===== src/rtl/puf_pkg.sv =====
// Shared types and LFSR helpers for the ring-oscillator PUF reader.
// Pure declarations, so there is no latency and no backpressure.
package puf_pkg;

  typedef enum logic [2:0] {
    IDLE = 3'd0,
    LOAD = 3'd1,
    RUN  = 3'd2,
    CMP  = 3'd3,
    FIN  = 3'd4
  } pufState_e;

  localparam logic [7:0]  LFSR_TAPS_8  = 8'hB8;
  localparam logic [15:0] LFSR_TAPS_16 = 16'hB400;
  localparam logic [31:0] LFSR_TAPS_32 = 32'h80200003;

  // Right-shifting Galois step; value must already fit in 'width' bits.
  function automatic logic [31:0] lfsr_next(input int width, input logic [31:0] value);
    logic [31:0] taps;
    logic [31:0] nxt;
    case (width)
      8:       taps = {24'h0, LFSR_TAPS_8};
      16:      taps = {16'h0, LFSR_TAPS_16};
      default: taps = LFSR_TAPS_32;
    endcase
    nxt = value >> 1;
    if (value[0]) nxt = nxt ^ taps;
    return nxt;
  endfunction

endpackage


===== src/rtl/ro_edge_counter.sv =====
// Synchronizes one oscillator, detects rising edges, counts them (saturating); 2-cycle edge latency.
// No backpressure: counts only while countEn is high, clear wins over counting.
module ro_edge_counter #(
  parameter int CNT_W = 16
) (
  input  logic             clk,
  input  logic             reset,
  input  logic             osc,
  input  logic             clear,
  input  logic             countEn,
  output logic [CNT_W-1:0] count
);

  logic syncStage1;
  logic syncStage2;
  logic prevSample;
  logic rise;

  assign rise = syncStage2 & ~prevSample;

  always_ff @(posedge clk or posedge reset) begin
    if (reset) begin
      syncStage1 <= 1'b0;
      syncStage2 <= 1'b0;
      prevSample <= 1'b0;
      count      <= '0;
    end else begin
      syncStage1 <= osc;
      syncStage2 <= syncStage1;
      prevSample <= syncStage2;
      if (clear) begin
        count <= '0;
      end else if (countEn && rise && (count != '1)) begin
        count <= count + CNT_W'(1);
      end
    end
  end

endmodule


===== src/rtl/ro_puf_reader.sv =====
// RO-PUF evaluation controller: RESP_W x (SETTLE + WINDOW + 1) cycles per request, done one cycle later.
// start is only honoured in IDLE; requests while busy are dropped, never queued.
module ro_puf_reader
  import puf_pkg::*;
#(
  parameter int CHAL_W = 8,
  parameter int RESP_W = 16,
  parameter int CNT_W  = 16,
  parameter int SETTLE = 4,
  parameter int WINDOW = 1024
) (
  input  logic                clk,
  input  logic                reset,
  input  logic                start,
  input  logic [2*CHAL_W-1:0] seed,
  input  logic                ro_a,
  input  logic                ro_b,
  output logic [CHAL_W-1:0]   chal_sel,
  output logic [CHAL_W-1:0]   chal_bx,
  output logic                ro_en,
  output logic                busy,
  output logic                done,
  output logic [RESP_W-1:0]   response
);

  localparam int LFSR_W  = 2 * CHAL_W;
  localparam int TMR_MAX = (SETTLE > WINDOW) ? SETTLE : WINDOW;
  localparam int TMR_W   = (TMR_MAX > 1) ? $clog2(TMR_MAX) : 1;
  localparam int BIDX_W  = (RESP_W > 1) ? $clog2(RESP_W) : 1;

  localparam logic [TMR_W-1:0]  SETTLE_LAST = TMR_W'(SETTLE - 1);
  localparam logic [TMR_W-1:0]  WINDOW_LAST = TMR_W'(WINDOW - 1);
  localparam logic [BIDX_W-1:0] BIT_LAST    = BIDX_W'(RESP_W - 1);

  pufState_e          state;
  pufState_e          stateNext;
  logic [TMR_W-1:0]   timer;
  logic [BIDX_W-1:0]  bitIdx;
  logic [LFSR_W-1:0]  lfsr;
  logic [LFSR_W-1:0]  lfsrStep;
  logic [CNT_W-1:0]   cntA;
  logic [CNT_W-1:0]   cntB;
  logic               acceptStart;
  logic               lastBit;
  logic               cntClear;
  logic               cntEn;

  assign lfsrStep = LFSR_W'(lfsr_next(LFSR_W, 32'(lfsr)));
  assign chal_sel = lfsr[CHAL_W-1:0];
  assign chal_bx  = lfsr[LFSR_W-1:CHAL_W];

  always_ff @(posedge clk or posedge reset) begin
    if (reset) begin
      state <= IDLE;
    end else begin
      state <= stateNext;
    end
  end

  always_comb begin
    stateNext   = state;
    acceptStart = 1'b0;
    lastBit     = (bitIdx == BIT_LAST);
    cntClear    = 1'b0;
    cntEn       = 1'b0;
    case (state)
      IDLE: begin
        if (start) begin
          acceptStart = 1'b1;
          stateNext   = LOAD;
        end
      end
      LOAD: begin
        cntClear = 1'b1;
        if (timer == SETTLE_LAST) stateNext = RUN;
      end
      RUN: begin
        cntEn = 1'b1;
        if (timer == WINDOW_LAST) stateNext = CMP;
      end
      CMP: begin
        stateNext = lastBit ? FIN : LOAD;
      end
      FIN: begin
        stateNext = IDLE;
      end
      default: begin
        stateNext = IDLE;
      end
    endcase
  end

  // Control outputs are registered from the next state so they line up with state.
  always_ff @(posedge clk or posedge reset) begin
    if (reset) begin
      ro_en <= 1'b0;
      busy  <= 1'b0;
      done  <= 1'b0;
      timer <= '0;
    end else begin
      ro_en <= (stateNext == RUN);
      busy  <= (stateNext == LOAD) || (stateNext == RUN) || (stateNext == CMP);
      done  <= (stateNext == FIN);
      if ((stateNext != state) || (state == IDLE)) begin
        timer <= '0;
      end else begin
        timer <= timer + TMR_W'(1);
      end
    end
  end

  // An all-zero seed would lock the LFSR, so it is replaced by all-ones.
  always_ff @(posedge clk or posedge reset) begin
    if (reset) begin
      lfsr     <= '0;
      bitIdx   <= '0;
      response <= '0;
    end else if (acceptStart) begin
      lfsr     <= (seed == '0) ? '1 : seed;
      bitIdx   <= '0;
      response <= '0;
    end else if (state == CMP) begin
      response[bitIdx] <= (cntA > cntB);
      lfsr             <= lfsrStep;
      if (!lastBit) bitIdx <= bitIdx + BIDX_W'(1);
    end
  end

  ro_edge_counter #(.CNT_W(CNT_W)) uCntA (
    .clk     (clk),
    .reset   (reset),
    .osc     (ro_a),
    .clear   (cntClear),
    .countEn (cntEn),
    .count   (cntA)
  );

  ro_edge_counter #(.CNT_W(CNT_W)) uCntB (
    .clk     (clk),
    .reset   (reset),
    .osc     (ro_b),
    .clear   (cntClear),
    .countEn (cntEn),
    .count   (cntB)
  );

endmodule


===== config.mk =====
export PLATFORM = sky130hd
export DESIGN_NAME = ro_puf_reader
export DESIGN_NICKNAME = d
export VERILOG_FILES = /design/src/rtl/puf_pkg.sv /design/src/rtl/ro_edge_counter.sv /design/src/rtl/ro_puf_reader.sv
export SDC_FILE = /design/constraint.sdc
export NUM_CORES = 1
export LEC_CHECK = 0
export BUFFER_PORTS_ARGS = -buffer_cell sky130_fd_sc_hd__buf_4
export CAP_MARGIN = 20
export CORE_MARGIN = 2
export CORE_UTILIZATION = 55
export CTS_CLUSTER_SIZE = 10
export DETAILED_ROUTE_END_ITERATION = 7
export PLACE_DENSITY = 0.79
export REMOVE_ABC_BUFFERS = 1
export SYNTH_ARGS = -nofsm -noshare
export SYNTH_HDL_FRONTEND = slang
export SYNTH_SLANG_ARGS = --single-unit

===== constraint.sdc =====
create_clock -name clk -period 4.4 [get_ports clk]
set_input_delay 0 -clock clk [delete_from_list [all_inputs] [get_ports clk]]
set_output_delay 0 -clock clk [all_outputs]
set_load 0.01 [all_outputs]

# == Word level (Yosys, flattened, before mapping) ==
# Cells that the tools add are included.
# word_totals
regBits,90
inputBits,21
elab_cells,82
# classes
addsub,4
n_lt_le_gt_ge,3
eq_ne,14
n_mux,26
n_bitwise,5
n_reduce_logical,14
# op_table
cell,count
16-bit two-way mux,10
"16-bit by 1-bit adder with 16-bit output, second input constant",2
"16-bit inequality test, second input constant",2
16-bit bitwise mux,1
16-bit > comparator,1
16-bit zero test,1
"3-bit by 2-bit == test with 1-bit output, second input constant",4
3-bit two-way mux,4
4-bit two-way mux,3
3-bit one-hot mux with 4 select lines,1
"10-bit by 1-bit adder with 10-bit output, second input constant",1
"10-bit == test, second input constant",1
"10-bit by 2-bit == test with 1-bit output, second input constant",1
10-bit two-way mux,1
"3-bit by 1-bit == test with 1-bit output, second input constant",2
2-bit nonzero test,3
1-bit logical AND,5
"4-bit by 5-bit < comparator with 1-bit output, second input constant",1
1-bit two-way mux,5
"4-bit by 1-bit adder with 4-bit output, second input constant",1
1-bit demux with 4-bit select,1
"4-bit == test, second input constant",1
"4-bit by 1-bit greater-or-equal comparator with 1-bit output, second input constant",1
3-bit NOT with 4-bit output,1
8 further kinds,12

# == Longest topological paths before layout ==
# logic_depth
word_depth,7
depth_mapped,8
mapped_depth_nobuf,7

# == Cells and area by module ==
# A second synthesis with hierarchy kept.
# unflattened
cells_unflattened,543
area_unflattened_um2,5119.9
# modules_own_cells
module,instances,cells_per_inst,area_per_inst_um2,seq_area_each_um2
ro_puf_reader,1,335,3015.4,1301.2
ro_edge_counter,2,104,1052.3,475.5

# == Worst setup path before layout ==
# OpenSTA, ideal clock, no wires.
# synth_path
path_kind,reg2reg
startpoint,register uCntB.count[13]
endpoint,register response[10]
setup_time_ps,143
arrival_time_ps,1901
required_ps,4257
slack_ps,2357
stages_incl_launch_ff,8
cell_sequence,dfrtp_1 -> inv_1 -> ha_1 -> nand4_1 -> nor4_1 -> buf_2 -> mux2_2 -> a31oi_1
# synth_via
elab_chain_len,4
# synth_lines
element,line,source
from (decl),ro_edge_counter.sv:11,output logic [CNT_W-1:0] count
from (signal assigned),ro_edge_counter.sv:34,count <= count + CNT_W'(1);
16-bit > comparator,ro_puf_reader.sv:123,response[bitIdx] <= (cntA > cntB);
16-bit bitwise mux,ro_puf_reader.sv:123,
16-bit two-way mux,ro_puf_reader.sv:122,end else if (state == CMP) begin
16-bit two-way mux,ro_puf_reader.sv:118,end else if (acceptStart) begin
"to (signal, indexed assignment)",ro_puf_reader.sv:123,
to (decl),ro_puf_reader.sv:23,output logic [RESP_W-1:0] response
# Every way passes these cells. The select of a mux whose other input is x is not followed.
# A chain may end at the register's enable or synchronous reset.

# == Final worst setup path ==
# layout_path
startpoint,register state[0]
endpoint,register response[15]
# layout_via
elab_chain_len,3
word_cells_on_any_way,5
# layout_lines
element,line,source
from (decl),ro_puf_reader.sv:35,pufState_e state;
from (signal assigned),ro_puf_reader.sv:56,state <= stateNext;
3-bit zero test,ro_puf_reader.sv:66,case (state)
1-bit two-way mux,ro_puf_reader.sv:66,
16-bit two-way mux / 2-bit nonzero test (equally long branches),n/a,
# Parallel ways exist; a longest one is shown, timed or not.

==> reports/metrics.cfg <==
[timing]
setup_slack_ns = 2.03
finalCritPeriodShare = 0.540
worst_pin_slew_ns = 1.01
hold_viol_final = 0
slew_violations = 0
slew_headroom = 0.325
fin_crit_ns = 2.37
max_freq_mhz = 421
holdWs_ns = 0.166
setup_tns_ns = 0
finalSetupViolations = 0
rsz0062_at_grt = no
finClkSkew_ns = 0.0153

[worst_setup_path]
required_ns = 4.69
worst-path-max-fanout = 22
cp.depth = 5
cp_top_family = simple AND/OR/NAND/NOR gates
path_buf_inv = 0
cpPeakStageDelay_ns = 0.70
worst_ep_arrival_time_ns = 2.66
r2r_end = response[15]$_DFFE_PP0P_
endpoint = response[15]$_DFFE_PP0P_
cp-end-kind = flop
regToRegStartpoint = state[0]$_DFF_PP0_
cp_slowest_cell = and3b_1
r2r_slack_ns = 2.03
path_class = flop to flop
cp-start-kind = flop
reg2reg_depth = 5
crit_chain = and3b_1 > nand2_1 > nor2_1 > mux2_2 > a31oi_1
cp-startpoint = state[0]$_DFF_PP0_

[finish]
layout_common_cells = dfrtp_1, nand2_1, nor2_1, buf_4, a31oi_1
finalNonFillerCells = 716
drive_gt1_frac = 0.173
final_common_cell = dfrtp_1
num_antenna_cells = 0
nets = 647
area_growth_pct = 18.8

[grt]
grt_pass1_vias = 4013
antenna_found_initial = 0
grt.total_usage = 0.232
grt.overflow.total = 0
grt_pass1_wl_microns = 18500
grt_max_degree = 56

[routing]
final_antenna_net_count = 0
drt_first_iter_violations = 215
drc_errors = 0
drt_wl_total_microns = 10700
first_pass_iters = 5
vias = 4132
wl_per_cell_microns = 15.0
avgViaCountPerCell = 5.77

[placement]
dp.cells = 679
gp_congestion = 0.901
dp_slack_ns = 1.82
portBuffers = 55
post-dp-hpwl_microns = 7580

[clock_network]
holdBufCountCts = 19
cts-resized-gates = 0
cts_tree = built
htree_levels = 3
clkTransAtPathRegs_ns = 0.09
clockBufferDepth = 2
clk_latency_ns = 0.37
cts-root-buf = clkbuf_8
cts.sinks = 90
numCtsBuffers = 9
postCtsSetupBuffers = 0

[floorplanning]
dieArea_sq_um = 9680
rows = 34
start_util = 0.564
io-pin-count = 56
die_w_microns = 98.4
coreArea_sq_um = 8680
die_y_microns = 98.4

[power_and_ir_drop]
p_per_area_nw_per_um2 = 339
ir_drop_uv = 205
power_mw = 1.98
p_leak_nw = 2.68

[synthesis]
ys_async_sr_fraction = 1.00
synthCells = 531
syn_avg_cell_area_sq_um = 9.22
synth-seq-cells = 90
yosysWarnings = 0
synthFlopType = dfrtp_1
yosys.area.top_type = dfrtp_1
synth_top_area_share = 0.460
synthTopCellsByArea = dfrtp_1, nand2_1, ha_1
synth_edf_count = 0
yosysSeqAreaShare = 0.460
synth.distinct_cells = 46
synth_area_sq_um = 4900

[status]
outcome = completed

[hold_path]
hp-class = input pin to flop

[run]
maxCapViolCount = 0

==> per-layer routing <==
metal / up-vias / GRT usage / share of wire
met5: - / 0 / 0
li1: 1993 / - / -
met2: 117 / 0.374 / 0.47
met3: 23 / 0.0265 / 0.043
met4: 0 / 0.107 / 0.028
met1: 1999 / 0.315 / 0.46
==> worst min path at each step <==
stage / start / to / cells past startpoint
final: start / bitIdx[3]$_DFFE_PP0P_ / 4
after global routing: start / bitIdx[3]$_DFFE_PP0P_ / 4
after CTS: start / bitIdx[3]$_DFFE_PP0P_ / 4
after detailed placement: reset / response[8]$_DFFE_PP0P_ / 2
after global placement: reset / response[8]$_DFFE_PP0P_ / 2
after floorplan: ro_a / uCntA.syncStage1$_DFF_PP0_ / 0
==> Yosys cell counts, drive strengths merged, types with 6 or more instances <==
cell type and count:
dfrtp 90, a31oi 30, nand2 87, nor3 18
xor2 7, and3 7, xnor2 24, nor4 7
o21ai 8, mux2 16, a21oi 15, nand4 14
ha 23, clkbuf 14, inv 21, nor2 72
and4 6, nand3 18
==> final cells by class <==
cell class	count	area, sq um
tap	108	135
sequential	90	2250
timing repair buffer	79	641
clock buffer	11	151
clock inverter	5	60.1
inverter	21	80.1
fill	690	2860
multi-input combinational	402	2500
==> sequential cells by signal (all words and copies together) (netlist names), 3 cells and up <==
register and cells:
bitIdx 4, lfsr 16, response 16, state 3, timer 10, uCntA.count 16, uCntB.count 16
==> cells by family after synthesis <==
group | share of synthesized area
adder cells (fa/ha/maj) | 0.0587
AND/OR/NAND/NOR | 0.252
flip-flops | 0.460
XOR/XNOR | 0.0554
buffers and inverters | 0.0309
multiplexers | 0.0470
AO/OA/AOI/OAI | 0.0966
==> tightest hold or removal path: stages <==
cell and delay, ns:
buf_4 0.11, nor4b_1 0.13, buf_4 0.15, nor2_1 0.10
==> metrics by stage <==
step,instance area (sq um),utilization
final,5820,0.671
after global routing,5820,0.671
after CTS,5810,0.669
after detailed placement,5400,0.623
after global placement,5400,0.623
after floorplan,4830,-
==> power by group <==
group | total, mW | leakage [nW] | switching (mW) | internal [mW]
Clock | 0.597 | 0.106 | 0.301 | 0.297
Sequential | 0.952 | 1.06 | 0.0687 | 0.884
Combinational | 0.426 | 1.52 | 0.249 | 0.177
Power figures use the tool's default switching activity.
